## config.mk

```make
export PLATFORM = sky130hd
export DESIGN_NAME = serial_cmd_rx
export DESIGN_NICKNAME = d
export VERILOG_FILES = /design/src/rtl/serial_cmd_rx.sv
export SDC_FILE = /design/constraint.sdc
export NUM_CORES = 1
export LEC_CHECK = 0
export CAP_MARGIN = 20
export CORE_MARGIN = 2
export CORE_UTILIZATION = 45
export DETAILED_ROUTE_END_ITERATION = 8
export HOLD_SLACK_MARGIN = 0.15
export PLACE_DENSITY = 0.72
export SETUP_SLACK_MARGIN = 0.5
export SLEW_MARGIN = 25
export SYNTH_ARGS = -nofsm -noshare
export SYNTH_HDL_FRONTEND = slang
export SYNTH_SLANG_ARGS = --single-unit
```

## constraint.sdc

```tcl
create_clock -name clk -period 4.2 [get_ports clk]
set_clock_uncertainty 0.1 [all_clocks]
set_input_delay 0.84 -clock clk [delete_from_list [all_inputs] [get_ports clk]]
set_output_delay 0.84 -clock clk [all_outputs]
set_load 0.1 [all_outputs]
```

## src/rtl/serial_cmd_rx.sv

```systemverilog
// Serial command/data receiver: assembles MSB-first bits into words, decodes commands, captures payloads.
// Optional trailing even-parity bit per frame when the PARITY_EN macro is defined.
module serial_cmd_rx #(
   parameter int WORD_W        = 8,
   parameter int PAYLOAD_WORDS = 1,
   parameter int PCNT_W        = 8
) (
   input  logic                         clk,
   input  logic                         rst,
   input  logic                         bit_in,
   input  logic                         bit_valid,
   input  logic                         sync,
   input  logic                         ready_in,
   output logic                         ready_out,
   output logic [$clog2(WORD_W+1)-1:0]  bit_cnt,
   output logic [WORD_W-1:0]            cmd_out,
   output logic                         cmd_valid,
   output logic                         unknown_cmd,
   output logic [WORD_W-1:0]            data_out,
   output logic                         data_valid,
   output logic [PCNT_W-1:0]            payload_left,
   output logic [1:0]                   scanner_sel,
   output logic                         parity_err
);

   localparam int CNT_W = $clog2(WORD_W+1);

   // With parity the shifter holds the whole word and the parity bit arrives as the frame's last bit.
`ifdef PARITY_EN
   localparam int SHIFT_W = WORD_W;
   localparam logic [CNT_W-1:0] LAST_BIT = CNT_W'(WORD_W);
`else
   localparam int SHIFT_W = WORD_W - 1;
   localparam logic [CNT_W-1:0] LAST_BIT = CNT_W'(WORD_W - 1);
`endif

   localparam logic [0:0] ST_CMD  = 1'b0;
   localparam logic [0:0] ST_DATA = 1'b1;

   logic [CNT_W-1:0]   bit_cnt_q, bit_cnt_d;
   logic [SHIFT_W-1:0] shift_q, shift_d;
   logic [0:0]         state_q, state_d;
   logic [WORD_W-1:0]  cmd_q, cmd_d;
   logic [WORD_W-1:0]  data_q, data_d;
   logic               cmd_valid_q, cmd_valid_d;
   logic               unknown_q, unknown_d;
   logic               data_valid_q, data_valid_d;
   logic [PCNT_W-1:0]  payload_q, payload_d;
   logic [1:0]         sel_q, sel_d;
   logic [WORD_W-1:0]  word;
   logic               wordOk;
   logic               frameDone;

`ifdef PARITY_EN
   logic parity_err_q, parity_err_d;
   assign word   = shift_q;
   assign wordOk = ((^shift_q) == bit_in);
`else
   assign word   = {shift_q, bit_in};
   assign wordOk = 1'b1;
`endif

   // Next-state logic: sync wins over any bit arriving in the same cycle.
   always_comb begin
      bit_cnt_d    = bit_cnt_q;
      shift_d      = shift_q;
      state_d      = state_q;
      cmd_d        = cmd_q;
      data_d       = data_q;
      cmd_valid_d  = 1'b0;
      unknown_d    = 1'b0;
      data_valid_d = 1'b0;
      payload_d    = payload_q;
      sel_d        = sel_q;
      frameDone    = 1'b0;
`ifdef PARITY_EN
      parity_err_d = 1'b0;
`endif
      if (sync) begin
         bit_cnt_d = '0;
         shift_d   = '0;
         state_d   = ST_CMD;
         payload_d = '0;
      end else if (bit_valid) begin
         shift_d = {shift_q[SHIFT_W-2:0], bit_in};
         if (bit_cnt_q == LAST_BIT) begin
            bit_cnt_d = '0;
            frameDone = 1'b1;
         end else begin
            bit_cnt_d = bit_cnt_q + CNT_W'(1);
         end
      end

`ifdef PARITY_EN
      if (frameDone && !wordOk) begin
         parity_err_d = 1'b1;
      end
`endif

      if (frameDone && wordOk) begin
         if (state_q == ST_CMD) begin
            cmd_d       = word;
            cmd_valid_d = 1'b1;
            case (word)
               WORD_W'(1): sel_d = 2'b10;
               WORD_W'(3): sel_d = 2'b01;
               WORD_W'(5): data_d = '0;
               WORD_W'(7): begin
                  payload_d = PCNT_W'(PAYLOAD_WORDS);
                  state_d   = ST_DATA;
               end
               WORD_W'(2), WORD_W'(4), WORD_W'(6), WORD_W'(8): ;
               default: unknown_d = 1'b1;
            endcase
         end else begin
            data_d       = word;
            data_valid_d = 1'b1;
            payload_d    = payload_q - PCNT_W'(1);
            if (payload_q == PCNT_W'(1)) begin
               state_d = ST_CMD;
            end
         end
      end
   end

   // State registers with asynchronous active-high reset.
   always_ff @(posedge clk or posedge rst) begin
      if (rst) begin
         bit_cnt_q    <= '0;
         shift_q      <= '0;
         state_q      <= ST_CMD;
         cmd_q        <= '0;
         data_q       <= '0;
         cmd_valid_q  <= 1'b0;
         unknown_q    <= 1'b0;
         data_valid_q <= 1'b0;
         payload_q    <= '0;
         sel_q        <= 2'b00;
      end else begin
         bit_cnt_q    <= bit_cnt_d;
         shift_q      <= shift_d;
         state_q      <= state_d;
         cmd_q        <= cmd_d;
         data_q       <= data_d;
         cmd_valid_q  <= cmd_valid_d;
         unknown_q    <= unknown_d;
         data_valid_q <= data_valid_d;
         payload_q    <= payload_d;
         sel_q        <= sel_d;
      end
   end

`ifdef PARITY_EN
   always_ff @(posedge clk or posedge rst) begin
      if (rst) begin
         parity_err_q <= 1'b0;
      end else begin
         parity_err_q <= parity_err_d;
      end
   end
   assign parity_err = parity_err_q;
`else
   assign parity_err = 1'b0;
`endif

   assign ready_out    = ready_in;
   assign bit_cnt      = bit_cnt_q;
   assign cmd_out      = cmd_q;
   assign cmd_valid    = cmd_valid_q;
   assign unknown_cmd  = unknown_q;
   assign data_out     = data_q;
   assign data_valid   = data_valid_q;
   assign payload_left = payload_q;
   assign scanner_sel  = sel_q;

endmodule
```

After elaboration in Yosys (flattened, before gate mapping) --
Cells that the tools add are included.
Storage, ports and cells: logic and storage cells 57, output and inout bits 35, flip-flop bits (word level) 41, input port bits 6
Cells by class: reductions and logical operators 7, bitwise gates (word level) 1, eq/ne operators 10, multiplexer cells 27, $add $sub $neg 2
Operators with widths (count):
- two-way mux 8 bit | 6
- == test 8 x 3 -> 1 bit, second input constant | 4
- == test 8 x 1 -> 1 bit, second input constant | 2
- == test 8 x 2 -> 1 bit, second input constant | 2
- two-way mux 1 bit | 15
- two-way mux 7 bit | 2
- two-way mux 4 bit | 3
- == test 8 x 4 -> 1 bit, second input constant | 1
- OR reduction 8 bit | 1
- subtractor 8 x 1 -> 8 bit, second input constant | 1
- nonzero test 2 bit | 3
- adder 4 x 1 -> 4 bit, second input constant | 1
- == test 4 x 3 -> 1 bit, second input constant | 1
- case mux 2 bit (2 select lines) | 1
- AND reduction 2 bit | 2
- AND reduction 3 bit | 1
- NOT 1 bit | 1

Depth between registers and ports, before layout --
Gate-level depths: netlist (run 1).
word-level depth 5, depth in mapped cells 6, gate-level depth less buffers 6

Worst setup path after synthesis (run 1) --
No wires, ideal clock.
path type reg-to-reg, start reg bit_cnt_q[1] (netlist: bit_cnt[1]), end reg sel_q[0] (netlist: scanner_sel[0]), buffers on the path 0, clock period less this slack 2550 ps, data required time 3975 ps, arrival time 2324 ps, cell stages (with the launch flop) 6, library setup time 125 ps, slack 1650 ps, cells stage by stage dfrtp_1 > ha_1 > and4b_1 > nand2_2 > or3_4 > mux2_4
On the way: word-level cells in the longest chain between the ends 5
Ends and longest elaborated chain:
- start, declared | line 40 | logic [CNT_W-1:0] bit_cnt_q, bit_cnt_d;
- start signal, assigned | line 140 | bit_cnt_q <= bit_cnt_d;
- == test 4 x 3 -> 1 bit | line 86 | if (bit_cnt_q == LAST_BIT) begin
- two-way mux 1 bit | line 86
- two-way mux 1 bit | line 84 | end else if (bit_valid) begin
- two-way mux 1 bit | line 79 | if (sync) begin
- AND reduction 3 bit (no source line)
- end signal, assigned | line 149 | sel_q <= sel_d;
- end, declared | line 49 | logic [1:0] sel_q, sel_d;
No other way between the ends. A chain may end at the register's enable or synchronous reset.

Final worst setup path (run 1) --
start reg bit_cnt_q[2] (netlist: bit_cnt[2]), end out bit_cnt[2]
RTL lines:
- end, declared | line 15 | output logic [$clog2(WORD_W+1)-1:0] bit_cnt,
No word-level cell between the ends.

==> results of run 1 <==
[metrics by stage]
step / hold slack (ns) / util / total power, mW / std cells
global placement: 0.374 / 0.571 / 0.459 / 243
CTS: 0.405 / 0.593 / 0.717 / 250
detailed placement: 0.384 / 0.571 / 0.460 / 243
finish: 0.394 / 0.593 / 0.707 / 250
floorplan: 0.462 / - / 0.449 / 161
global route: 0.415 / 0.593 / 0.738 / 250
[registers in the layout, summed over array words and instances (netlist names)]
name          cells
cmd_out           8
data_out          8
payload_left      8
shift_q           7
bit_cnt           4
scanner_sel       2
cmd_valid         1
data_valid        1
state_q           1
unknown_cmd       1
[cell type report]
type	instances	share of cell area
sequential	41	0.436
tap	50	0.0266
inverter	5	0.00797
timing repair buffer	40	0.167
multi-input combinational	107	0.326
clock buffer	7	0.0367
[synthesized netlist by cell type (3+ instances only)]
library cell	number
nand2_1	8
mux2i_1	9
nor3_1	8
mux2_1	6
dfrtp_1	41
inv_1	5
nor2_1	15
nand4_1	3
a22o_1	8
xnor2_1	5
nand3_1	6
nor4_1	3
a21oi_1	3
ha_1	3
[how the worst max path moves through the flow]
stage | startpoint | end | slack [ns] | cells after the start
6_report | bit_cnt[2] | bit_cnt[2] | 1.35 | 1
5_1_grt | bit_valid | data_out[1] | 1.27 | 5
4_1_cts | payload_left[0] | payload_left[0] | 1.34 | 1
3_5_place_dp | bit_valid | scanner_sel[1] | 1.16 | 6
3_3_place_gp | sync | scanner_sel[0] | 1.17 | 6
2_1_floorplan | bit_cnt[1] | scanner_sel[0] | 1.65 | 5
[logic make-up (layout without fill, tap and decap cells)]
family,after synthesis,in the layout
other,1,1
adder cells (fa/ha/maj),3,3
AND/OR/NAND/NOR,60,60
flip-flops,41,41
multiplexers,19,19
XOR/XNOR,7,7
AO/OA/AOI/OAI,17,17
buffers and inverters,13,52
[power by group]
group          switching [mW]  leakage (nW)  internal [mW]
sequential            0.00418         0.571          0.397
clock                   0.125        0.0443          0.130
combinational          0.0355         0.458         0.0146
[per-layer routing]
layer / global-route usage / up-vias
met1: 0.261 / 670
met3: 0.0576 / 5
met5: 0 / -
met2: 0.273 / 41
li1: - / 646
met4: 0.0750 / 0
==> impl_metrics.toml, run 1 <==
[outcome]
status = "completed"

[detailed_routing]
routed_via_density = 5.45
met2WireLength_mm = 1.90
first_pass_iters = 4
ant_nets = 0
wl_met3_um = 193
drc_errors = 0
m1WireLength_mm = 1.75
vias = 1362
drtIter0Drc = 115
top_layer = "met4"
totalWireLength_mm = 3.88
wl_per_cell_um = 15.5

[sta]
hold_violations = 0
finalCritPeriodShare = 0.679
fin_crit_ns = 2.85
worst_pin_slew_ns = 0.980
rsz0062_at_grt = "false"
finalSetupTns_ns = 0
slew_headroom = 0.345
timing.fmax_mhz = 351
fin_ws_ns = 1.35
drv_slew = 0
setup_viol = 0

[final_layout]
layout_common_cells = "41 x dfrtp_1, 37 x clkdlybuf4s50_1, 15 x nor2_1, 9 x mux2i_1"
nets = 209
num-fill-cells = 322
seq_area_um2 = 1030
antennaDiodeCount = 0
drive_gt1_frac = 0.0800
area_delta_synth_final_pct = 27.1
final_common_cell = "dfrtp_1"
multiInputGateArea_um2 = 767
finalInstanceArea_um2 = 2350

[placement]
gp_congestion = 0.846
post-place-ws_ns = 1.16
io_buffers = 37
placedInstanceArea_um2 = 2270
dp_hpwl_mm = 2.64

[grt]
grt-ovfl-total = 0
grt_pass1_wl_mm = 6.29
grtUsageTotal = 0.188
grt_pass1_vias = 1283
grt_max_degree = 24
antenna_found_initial = 0

[yosys]
async_flop_share = 1.00
synthFlopType = "dfrtp_1"
synth-simple-area-share = 0.180
yosysUniqueCellTypes = 38
synthAdderAreaFrac = 0.0203
synth_xor_area_frac = 0.0331
yosysTopAreaCellShare = 0.554
synth_top_cells_by_area = "dfrtp_1 55%, mux2i_1 4.9%, a22o_1 3.8%, mux2_1 3.6%, nor2_1 3.0%"
syn-num-nets = 170
ys_warn_count = 0
synth_area_um2 = 1850
synth.avg_cell_area_um2 = 11.5
synth_edf_count = 0
yosys.area.top_type = "dfrtp_1"
syn_inst = 161
synth_seq_cells = 41
synth_top_family_by_area = "simple AND/OR/NAND/NOR gates"
synth_compound_area_frac = 0.0655
synthMuxAreaShare = 0.114
yosysSeqAreaShare = 0.554

[clock_tree]
hold_buffers = 0
post-cts-setup-buffers = 0
cts_root_buf = "clkbuf_8"
numCtsBuffers = 5
clk_latency_ns = 0.29
cts_tree = "done"
clockBufferDepth = 2
cts.repair.resized = 0
path_clk_slew_ns = 0.07
cts.sinks = 41
h-tree-depth = 2

[worst_setup_path]
slowest_delay_ns = 1.17
cp_max_fo = 6
reg2reg_depth = 4
rrSetupSlack_ns = 2.03
critPathArrivalTime_ns = 1.91
crit_chain = "clkdlybuf4s50_1"
slowest_stage = "clkdlybuf4s50_1"
startpoint_type = "flip-flop"
crit_path_end_kind = "output port"
required_ns = 3.26
cp.buffers_inverters = 1
r2r-end = "data_out[1]"
crit_family = "buffers and inverters"
crit_type = "reg -> out"
timing.rr.start = "bit_cnt[0]"

[flow_run]
drv_cap = 0

[die]
fp-row-count = 23
die_x_um = 68.2
start_util = 0.466
io_pins = 41
die_area_um2 = 4640
core_area_um2 = 3970
fp.dieH_um = 68.2

[power_and_ir_drop]
power_leakage_nw = 1.07
p_per_area_nw_per_um2 = 300
ir_worst_vdd_uv = 167

[worst_hold_path]
whs_path_depth = 1
min_from = "cmd_out[6]"
hold_path_class = "reg -> reg"
min_to = "cmd_out[6]"
Power figures use the tool's default switching activity.
==> run 2, diff against run 1 <==
Clock period 4.2 ns to 2.67 ns, I/O delays scaled along.
==> run 2 against run 1 <==
Net effect:
- global-route usage about the same
- flip-flop and latch count stayed put
- clock power is 60% higher
- utilization decreased by 1.2 points
- sequential power is 58% higher
- register-to-register slack got worse by 1.3 ns
- count of clock-buffer cells in the layout rose by 1
- critical endpoint is now data_out[0]
==> impl_metrics.toml, run 2 (same netlist as run 1, synthesis figures left out) <==
[power_and_ir_drop]
p_per_area_nw_per_um2 = 485
power_leakage_nw = 1.15
ir_worst_vdd_uv = 303

[sta]
drv_slew = 0
finalSetupTns_ns = 0
setup_viol = 0
rsz0062_at_grt = "false"
hold_violations = 0
worst_pin_slew_ns = 0.699
finalCritPeriodShare = 0.787
hold_ws_ns = 0.393
slew_headroom = 0.532
timing.fmax_mhz = 476
fin_crit_ns = 2.10

[grt]
grtUsageTotal = 0.187
use_met2 = 0.300
grt-ovfl-total = 0
grt_pass1_vias = 1295
antenna_found_initial = 0
grt_pass1_wl_mm = 6.22
grt_max_degree = 42
busiest_layer = "met2"
grtUsageMet3 = 0.0543
grt_use_met1 = 0.243

[final_layout]
multiInputGateArea_um2 = 767
antennaDiodeCount = 0
final_common_cell = "buf_4"
nets = 211
seq_area_um2 = 1040
num-fill-cells = 351
drive_gt1_frac = 0.281
area_delta_synth_final_pct = 24.5
stdcell_count = 253
layout_common_cells = "38 x buf_4, 35 x dfrtp_1, 15 x nor2_1, 9 x mux2i_1"

[placement]
placedCellCount = 245
io_buffers = 37
dp_hpwl_mm = 2.69
gp_congestion = 0.875

[worst_setup_path]
startpoint_type = "input port"
rrSetupSlack_ns = 0.72
timing.rr.start = "shift_q[5]"
crit_type = "in -> reg"
r2r-end = "data_out[0]"
required_ns = 2.80
reg2reg_depth = 4
crit_path_end_kind = "flip-flop"
cp_max_fo = 22
critPathArrivalTime_ns = 2.23

[die]
fp-row-count = 23
die_x_um = 68.2
die_area_um2 = 4640
io_pins = 41
start_util = 0.466
core_area_um2 = 3970
fp.dieH_um = 68.2

[detailed_routing]
drtIter0Drc = 73
vias = 1347
first_pass_iters = 4
ant_nets = 0
drc_errors = 0
totalWireLength_mm = 3.84
routed_via_density = 5.32
wl_per_cell_um = 15.2

[worst_hold_path]
whs_path_depth = 2
min_to = "cmd_out[1]"
hold_path_class = "reg -> reg"
min_from = "cmd_out[1]"

[clock_tree]
clk_latency_ns = 0.29
cts.sinks = 41
cts_tree = "done"
post-cts-setup-buffers = 0
h-tree-depth = 2
cts_root_buf = "clkbuf_8"
path_clk_slew_ns = 0.07
numCtsBuffers = 5
clockBufferDepth = 2

[outcome]
status = "completed"

[flow_run]
drv_cap = 0
[run 2: final cells by class]
type,instances,area share
tap,50,0.0271
timing repair buffer,42,0.142
multi-input combinational,107,0.333
inverter,5,0.00814
clock buffer,8,0.0391
sequential,41,0.451
[run 2: through the flow]
| stage | worst slack, ns | area, µm² | total power, mW | util |
|---|---|---|---|---|
| final | 0.569 | 2300 | 1.12 | 0.580 |
| after CTS | 0.530 | 2300 | 1.13 | 0.580 |
| after global placement | 0.258 | 2210 | 0.722 | 0.557 |
| after global routing | 0.502 | 2300 | 1.18 | 0.580 |
| after floorplan | 0.518 | 1860 | 0.708 | - |
| after detailed placement | 0.222 | 2210 | 0.725 | 0.557 |
[run 2: power by group]
| group | internal [mW] | total [mW] | switching [mW] |
|---|---|---|---|
| logic | 0.0220 | 0.0779 | 0.0559 |
| registers | 0.626 | 0.633 | 0.00662 |
| clock network | 0.211 | 0.408 | 0.197 |
| total | 0.859 | 1.12 | 0.260 |
[run 2: how the worst max path moves through the flow]
stage / startpoint / to / slack [ns] / cells past startpoint
5_1_grt: sync / data_out[3] / 0.50 / 5
3_5_place_dp: bit_valid / scanner_sel[0] / 0.22 / 5
6_report: sync / data_out[0] / 0.57 / 5
3_3_place_gp: bit_valid / scanner_sel[1] / 0.26 / 5
2_1_floorplan: payload_left[3] / payload_left[7] / 0.52 / 4
4_1_cts: bit_valid / scanner_sel[1] / 0.53 / 5
[run 2: per-layer routing]
metal	up-vias	routed length [µm]
li1	649	-
met1	658	1680
met2	34	1930
met3	6	174
met4	0	52
met5	-	0
[run 2: critical path: stages]
cell and delay [ns]:
clkdlybuf4s50_1 0.42, buf_4 0.22, nand2b_1 0.22, nor2_1 0.57, a22o_1 0.26
[run 2: timing repair]
item,in CTS,in global routing
hold buffers,0,0
endpoints found under the setup margin,0,4
gates resized for setup,0,1
endpoints found under the hold margin,0,0
==> run 3, diff against run 2 <==
Settings changed: PLACE_DENSITY 0.72 to 0.75.
Clock period 2.67 ns to 1.93 ns, I/O delays scaled along.
==> run 3 against run 2 <==
Net effect:
- final area increased by 46%
- via count rose by 29%
- total power grew 59%
- count of clock-buffer cells in the layout is 2 lower
==> impl_metrics.toml, run 3 (same netlist as run 1, synthesis figures left out) <==
[outcome]
status = "completed"

[worst_setup_path]
timing.rr.start = "payload_left[5]"
crit_family = "buffers and inverters"
r2r-end = "payload_left[7]"
crit_chain = "clkdlybuf4s50_1, buf_4, buf_4, nor2b_1, and2_1, mux2i_1, nand3_1"
reg2reg_depth = 4
crit_type = "in -> reg"
critPathArrivalTime_ns = 1.99
crit_path_end_kind = "flip-flop"
rrSetupSlack_ns = 0.04
cpMostUsedCell = "buf_4"
cp_max_fo = 13
cp.buffers_inverters = 3
startpoint_type = "input port"
required_ns = 2.01
slowest_delay_ns = 0.54
slowest_stage = "clkdlybuf4s50_1"

[die]
fp.dieH_um = 68.2
die_x_um = 68.2
core_area_um2 = 3970
io_pins = 41
fp-row-count = 23
start_util = 0.466
die_area_um2 = 4640

[sta]
fin_crit_ns = 1.91
hold_ws_ns = 0.282
finalCritPeriodShare = 0.988
hold_violations = 0
rsz0062_at_grt = "true"
drv_slew = 0
setup_viol = 0
timing.fmax_mhz = 525

[detailed_routing]
vias = 1743
drc_errors = 0
totalWireLength_mm = 6.54
routed_via_density = 5.83
drtIter0Drc = 96
ant_nets = 0
first_pass_iters = 4
wl_per_cell_um = 21.9

[worst_hold_path]
hold_path_class = "in -> async"

[grt]
grtUsageTotal = 0.286
grt_pass1_wl_mm = 9.32
grt_pass1_vias = 1784
grt-ovfl-total = 0
antenna_found_initial = 0
grt_max_degree = 20

[clock_tree]
clk_latency_ns = 0.31
clockBufferDepth = 2
cts_root_buf = "clkbuf_8"
path_clk_slew_ns = 0.09
cts_tree = "done"
cts.sinks = 41
h-tree-depth = 2
numCtsBuffers = 5

[placement]
dp_hpwl_mm = 3.16
gp_congestion = 0.810
placedCellCount = 253
io_buffers = 37

[final_layout]
final_common_cell = "buf_4"
nets = 257
antennaDiodeCount = 0
drive_gt1_frac = 0.554
area_delta_synth_final_pct = 81.1
stdcell_count = 299
layout_common_cells = "37 x buf_4, 36 x buf_12, 28 x dfrtp_1, 13 x nor2_1, 10 x buf_6"

[power_and_ir_drop]
ir_worst_vdd_uv = 687
power_leakage_nw = 1.50
p_per_area_nw_per_um2 = 532

[flow_run]
drv_cap = 0
[run 3: cell types whose count changed in the layout (fill, tap and decap cells not counted), moves of 3 or more]
| cell | previous run | this run |
|---|---|---|
| nor2_4 | 0 | 3 |
| nor3_2 | 0 | 5 |
| buf_6 | 0 | 10 |
| buf_12 | 0 | 36 |
| nor3_1 | 8 | 2 |
| nor4_1 | 3 | 0 |
| dfrtp_1 | 35 | 28 |
| dfrtp_4 | 2 | 8 |
[run 3: final cells by class]
type,count,area (µm²)
Sequential cell,41,1060
Tap cell,50,62.6
Inverter,5,22.5
Multi-Input combinational cell,108,937
Fill cell,181,617
Timing Repair Buffer,87,1150
Clock inverter,2,37.5
Clock buffer,6,82.6
[run 3: what timing repair did]
item / in CTS / in global routing
cloned: 2 / 0
hold buffers: 0 / 0
pin swaps: 15 / 8
buffers inserted: 24 / 12
setup endpoints to repair: 43 / 46
resized for setup: 20 / 18
[run 3: report_power, final]
group	internal [mW]	switching, mW	total [mW]	leakage [nW]
registers	0.866	0.0111	0.877	0.547
logic	0.0633	0.102	0.165	0.899
clock network	0.421	0.320	0.741	0.0574
total	1.35	0.433	1.78	1.50
[run 3: worst max-delay path by stage]
stage / depth (start not counted) / from / to
global placement: 5 / bit_in / data_out[3]
CTS: 4 / payload_left[2] / payload_left[7]
floorplan: 5 / bit_cnt[1] / scanner_sel[0]
detailed placement: 5 / bit_in / data_out[1]
finish: 7 / sync / payload_left[7]
global route: 7 / sync / payload_left[7]
[run 3: metal layers]
metal / vias up / track usage / part of all wire
met1: 889 / 0.348 / 0.39
met2: 81 / 0.454 / 0.51
li1: 746 / - / -
met5: - / 0 / 0
met4: 0 / 0.183 / 0.041
met3: 27 / 0.0674 / 0.055
[run 3: metrics by stage]
step	instance area [µm²]	power [mW]	TNS, ns	util	setup slack [ns]
global route	3350	1.83	0	0.845	0.000319
detailed placement	2790	1.03	-2.80	0.702	-0.241
finish	3350	1.78	0	0.845	0.0234
global placement	2790	1.02	-1.66	0.702	-0.153
CTS	3170	1.76	0	0.799	0.156
floorplan	1960	0.983	-0.183	-	-0.0914
